--- src/rtl/dccm_port_arbiter.sv ---
// dccm_port_arbiter: shares the single-port DCCM between the LSU and a DMA/loader
// port. The LSU normally wins; a saturating starvation counter forces a pending DMA
// request through, and a one-beat lock keeps both halves of an unaligned LSU access
// back-to-back. Read data returns one cycle after the grant to whoever issued the read.
module dccm_port_arbiter #(
  parameter int XLEN         = 32,
  parameter int STARVE_LIMIT = 4
) (
  input  logic              clk,
  input  logic              rst_n,
  // LSU port
  input  logic              lsu_req,
  input  logic              lsu_wen,
  input  logic [XLEN-1:0]   lsu_addr,
  input  logic [XLEN-1:0]   lsu_wdata,
  input  logic [XLEN/8-1:0] lsu_wmask,
  input  logic              lsu_lock,
  output logic              lsu_gnt,
  output logic              lsu_rvalid,
  output logic [XLEN-1:0]   lsu_rdata,
  // DMA / loader port
  input  logic              dma_valid,
  input  logic              dma_wen,
  input  logic [XLEN-1:0]   dma_addr,
  input  logic [XLEN-1:0]   dma_wdata,
  input  logic [XLEN/8-1:0] dma_wmask,
  output logic              dma_ready,
  output logic              dma_rvalid,
  output logic [XLEN-1:0]   dma_rdata,
  // DCCM port
  output logic              dccm_en,
  output logic              dccm_wen,
  output logic [XLEN-1:0]   dccm_addr,
  output logic [XLEN-1:0]   dccm_wdata,
  output logic [XLEN/8-1:0] dccm_wmask,
  input  logic [XLEN-1:0]   dccm_rdata
);

  localparam int            SW    = $clog2(STARVE_LIMIT + 1);
  localparam logic [SW-1:0] LIMIT = SW'(STARVE_LIMIT);

  typedef enum logic {NORMAL, LOCKED} state_t;

  state_t        state_q, state_d;
  logic [SW-1:0] starve_q, starve_d;
  logic          starved;
  logic          rd_valid_q;  // a read was granted last cycle
  logic          rd_owner_q;  // 0 = LSU, 1 = DMA

  assign starved = (starve_q == LIMIT);

  // Grant decision and next state. Nothing is granted while reset is held.
  always_comb begin
    // NOTE: every output of a combinational block gets a default first so no path
    // leaves it unassigned, which would otherwise infer a latch.
    lsu_gnt   = 1'b0;
    dma_ready = 1'b0;
    state_d   = NORMAL;
    if (rst_n) begin
      unique case (state_q)
        NORMAL: begin
          // DMA wins when it is alone or has waited the full starvation budget.
          dma_ready = dma_valid & (~lsu_req | starved);
          lsu_gnt   = lsu_req & ~dma_ready;
          if (lsu_gnt && lsu_lock) state_d = LOCKED;
        end
        LOCKED: begin
          // Second beat of an unaligned access; lsu_lock is ignored here so the
          // lock never extends past one beat.
          lsu_gnt = lsu_req;
        end
        default: ;
      endcase
    end
  end

  // Starvation counter: counts refused DMA cycles, saturating at the limit.
  always_comb begin
    starve_d = '0;
    if (dma_valid && !dma_ready) starve_d = starved ? starve_q : starve_q + SW'(1);
  end

  // DCCM request mux: the winner's fields, or all zeros when idle.
  always_comb begin
    dccm_en    = 1'b0;
    dccm_wen   = 1'b0;
    dccm_addr  = '0;
    dccm_wdata = '0;
    dccm_wmask = '0;
    if (lsu_gnt) begin
      dccm_en    = 1'b1;
      dccm_wen   = lsu_wen;
      dccm_addr  = lsu_addr;
      dccm_wdata = lsu_wdata;
      dccm_wmask = lsu_wmask;
    end else if (dma_ready) begin
      dccm_en    = 1'b1;
      dccm_wen   = dma_wen;
      dccm_addr  = dma_addr;
      dccm_wdata = dma_wdata;
      dccm_wmask = dma_wmask;
    end
  end

  // State, counter and read-return tracking registers.
  always_ff @(posedge clk or negedge rst_n) begin
    if (!rst_n) begin
      state_q    <= NORMAL;
      starve_q   <= '0;
      rd_valid_q <= 1'b0;
      rd_owner_q <= 1'b0;
    end else begin
      // NOTE: registered state uses non-blocking assignments so every flop samples
      // the pre-edge values regardless of statement order.
      state_q    <= state_d;
      starve_q   <= starve_d;
      rd_valid_q <= (lsu_gnt & ~lsu_wen) | (dma_ready & ~dma_wen);
      rd_owner_q <= dma_ready;
    end
  end

  assign lsu_rvalid = rd_valid_q & ~rd_owner_q;
  assign dma_rvalid = rd_valid_q &  rd_owner_q;
  assign lsu_rdata  = dccm_rdata;
  assign dma_rdata  = dccm_rdata;

endmodule

--- config.mk ---
export PLATFORM = sky130hd
export DESIGN_NAME = dccm_port_arbiter
export DESIGN_NICKNAME = d
export VERILOG_FILES = /design/src/rtl/dccm_port_arbiter.sv
export SDC_FILE = /design/constraint.sdc
export NUM_CORES = 1
export LEC_CHECK = 0
export ABC_AREA = 1
export ABC_CLOCK_PERIOD_IN_PS = 1750
export CORE_AREA = 2 2 121 123
export DETAILED_ROUTE_END_ITERATION = 16
export DIE_AREA = 0 0 123 125
export SLEW_MARGIN = 20
export SYNTH_ARGS = -nofsm -noshare
export SYNTH_HDL_FRONTEND = slang
export SYNTH_SLANG_ARGS = --single-unit
--- constraint.sdc ---
create_clock -name clk -period 1.75 [get_ports clk]
set_input_delay 0.2625 -clock clk [delete_from_list [all_inputs] [get_ports clk]]
set_output_delay 0.2625 -clock clk [all_outputs]
set_load 0.02 [all_outputs]
==> results.sh <==
export IMPL_status="complete, but fails checks"
export IMPL_tightest_slew_ns=0.371
export IMPL_p_comb_frac=0.713
export IMPL_startpoint="starve_q[1]$_DFFE_PN0P_"
export IMPL_hold_slack_ns=0.128
export IMPL_via_count=3169
export IMPL_worst_r2r_setup_slack_ns=0.10
export IMPL_die_w_um=123
export IMPL_endpoint="dccm_addr[7]"
export IMPL_vdd_drop_max_v=0.000190
export IMPL_fmax_mhz=482
export IMPL_first_pass_iters=6
export IMPL_rsz0062_at_grt="true"
export IMPL_seq_area_frac_synth=0.0722
export IMPL_setup_worst_path_start_class="flop"
export IMPL_net_switching_power_mw=0.671
export IMPL_finalCritPeriodShare=1.19
export IMPL_swShare=0.362
export IMPL_cts_max_level=1
export IMPL_timing_rr_end="rd_valid_q$_DFF_PN0_"
export IMPL_crit_fanout=17
export IMPL_area_growth_pct=122
export IMPL_synth_warnings=0
export IMPL_ios=313
export IMPL_layout_drive_gt1_share=0.269
export IMPL_die_y_um=125
export IMPL_power_density_nw_per_um2=403
export IMPL_routed_wl_um=11400
export IMPL_postSynthAreaPerCell_um2=5.90
export IMPL_layout_nets=689
export IMPL_num_rows=44
export IMPL_n_antenna_cell=0
export IMPL_internal_power_mw=1.18
export IMPL_r2r_start="starve_q[1]$_DFFE_PN0P_"
export IMPL_grt_use_total=0.124
export IMPL_cp_required_ns=1.49
export IMPL_power_mw=1.85
export IMPL_dp_hpwl_um=7310
export IMPL_cts_tree="done"
export IMPL_grt_pass1_wl_um=15400
export IMPL_maxCapViolations=0
export IMPL_slew_headroom=0.753
export IMPL_clock_sinks=6
export IMPL_numCtsBuffers=3
export IMPL_via_per_inst=4.57
export IMPL_grt_max_degree=39
export IMPL_wl_per_cell_um=16.5
export IMPL_crit_type="flop to output pin"
export IMPL_utilization=0.324
export IMPL_setup_violations=70
export IMPL_ys_ff_latch=6
export IMPL_hold_class="input port to async pin"
export IMPL_syn_inst=352
export IMPL_p_leak_nw=2.13
export IMPL_arrival_ns=1.81
export IMPL_setup_ws_ns=-0.327
export IMPL_cp_end_kind="output pin"
export IMPL_grt_pass1_vias=3001
export IMPL_tns_ns=-17.27
export IMPL_clk_latency_ns=0.23
export IMPL_dieArea_um2=15400
export IMPL_cts_clk_slew_worst_paths_ns=0.03
export IMPL_root_buffer="clkbuf_16"
export IMPL_final_cell_mix="141 x clkdlybuf4s50_1, 73 x buf_6, 72 x nand4_1, 71 x nand2_1, 63 x nand3_1"
export IMPL_violations="negative setup slack"
export IMPL_synthDistinctLibCells=20
export IMPL_synth_nets=529
export IMPL_gp_congestion=0.804
export IMPL_portBuffers=216
export IMPL_period_needed_ns=2.08
export IMPL_clock_skew_ns=0.00149
export IMPL_hold_viol=0
export IMPL_ant_nets=0
export IMPL_antenna_found_initial=0
export IMPL_slew_viol_final=0
export IMPL_drc_errors=0
export IMPL_clkPwrFrac=0.199
export IMPL_clock_path_buffers=2
export IMPL_gr_total_overflow=0
export IMPL_drt_iter0_drc=123
export IMPL_start_util=0.146
export IMPL_p_seq_frac=0.088
export IMPL_core_um2=14200
export IMPL_layout_commonest_cell="clkdlybuf4s50_1"
export IMPL_syn_area_um2=2080
export IMPL_r2r_cells=9
-- worst min-delay path by stage --
stage                from  slack (ns)                 endpoint
floorplan           rst_n       -0.03     rd_owner_q$_DFF_PN0_
global placement    rst_n        0.22        state_q$_DFF_PN0_
detailed placement  rst_n        0.23  starve_q[2]$_DFFE_PN0P_
CTS                 rst_n        0.14     rd_valid_q$_DFF_PN0_
global route        rst_n        0.15     rd_owner_q$_DFF_PN0_
finish              rst_n        0.13     rd_valid_q$_DFF_PN0_
-- layer usage --
layer | GRT usage | share of wire | vias to the layer above
li1 | - | - | 1493
met1 | 0.144 | 0.38 | 1464
met2 | 0.219 | 0.51 | 192
met3 | 0.0319 | 0.10 | 20
met4 | 0.0374 | 0.016 | 0
met5 | 0 | 0 | -
-- worst max-delay path, cell delays in order, from the launching register on --
cell and delay [ns]:
dfrtp_1 0.39, inv_2 0.09, ha_4 0.14, nand2_4 0.07, a21oi_4 0.23, buf_6 0.15
clkbuf_16 0.17, nand4_1 0.10, nand2_1 0.11, buf_6 0.12
-- kinds of logic (layout without fill, tap and decap cells) --
| logic type | count (synthesis) | after routing | share of synthesized area |
|---|---|---|---|
| simple gates | 226 | 226 | 0.542 |
| buf+inv | 113 | 271 | 0.354 |
| flops | 6 | 6 | 0.0722 |
| compound gates | 4 | 4 | 0.0151 |
| fa+ha+maj | 2 | 2 | 0.0120 |
| xor+xnor | 1 | 1 | 0.00422 |
-- per-stage QoR --
step,instance area [um2],worst slack (ns),std cells
2_1_floorplan,2080,0.123,352
3_3_place_gp,4020,-0.623,669
3_5_place_dp,4020,-0.678,669
4_1_cts,4160,-0.325,685
5_1_grt,4610,-0.393,694
6_report,4610,-0.327,694
-- synthesized netlist by cell type --
cell type  instances  area [um2]
nand2_1           78         293
nor2_1             4        15.0
nand4_1           72         450
nand3_2            1        10.0
inv_1             10        37.5
xor2_1             1        8.76
buf_1              4        15.0
nand3_1           69         345
nand3b_1           1        7.51
ha_1               2        25.0
a21oi_1            1        5.00
clkbuf_1          10        37.5
buf_4             64         480
o21ai_0            2        10.0
nand2_2            1        6.26
inv_2              3        11.3
buf_6              7        78.8
buf_2             15        75.1
dfrtp_1            6         150
a21oi_4            1        16.3
-- registers in the layout (all words and copies together), names as in the netlist --
name,cells
rd_owner_q,1
state_q,1
rd_valid_q,1
starve_q,3
-- repair_timing --
item,CTS,global route
endpoints found under the hold margin,4,0
cloned,5,6
resized for setup,334,127
setup endpoints to repair,72,72
pin swaps,5,6
setup buffers,7,5
hold buffers,1,0
-- power by group through the flow --
stage | sequential, mW | clock, mW | combinational (mW)
after CTS | 0.162 | 0.373 | 1.16
final | 0.164 | 0.369 | 1.32
after floorplan | 0.161 | 0 | 0.656
after global routing | 0.164 | 0.388 | 1.40
after detailed placement | 0.162 | 0 | 1.09
after global placement | 0.161 | 0 | 1.07
-- layout make-up --
class,count,area (um2)
tap,184,230
inverter,13,51.3
timing repair buffer,255,2820
sequential,6,150
fill,1520,9600
clock buffer,3,75.1
multi-input combinational,233,1280
Note: power is estimated with default switching activity, not from simulation.
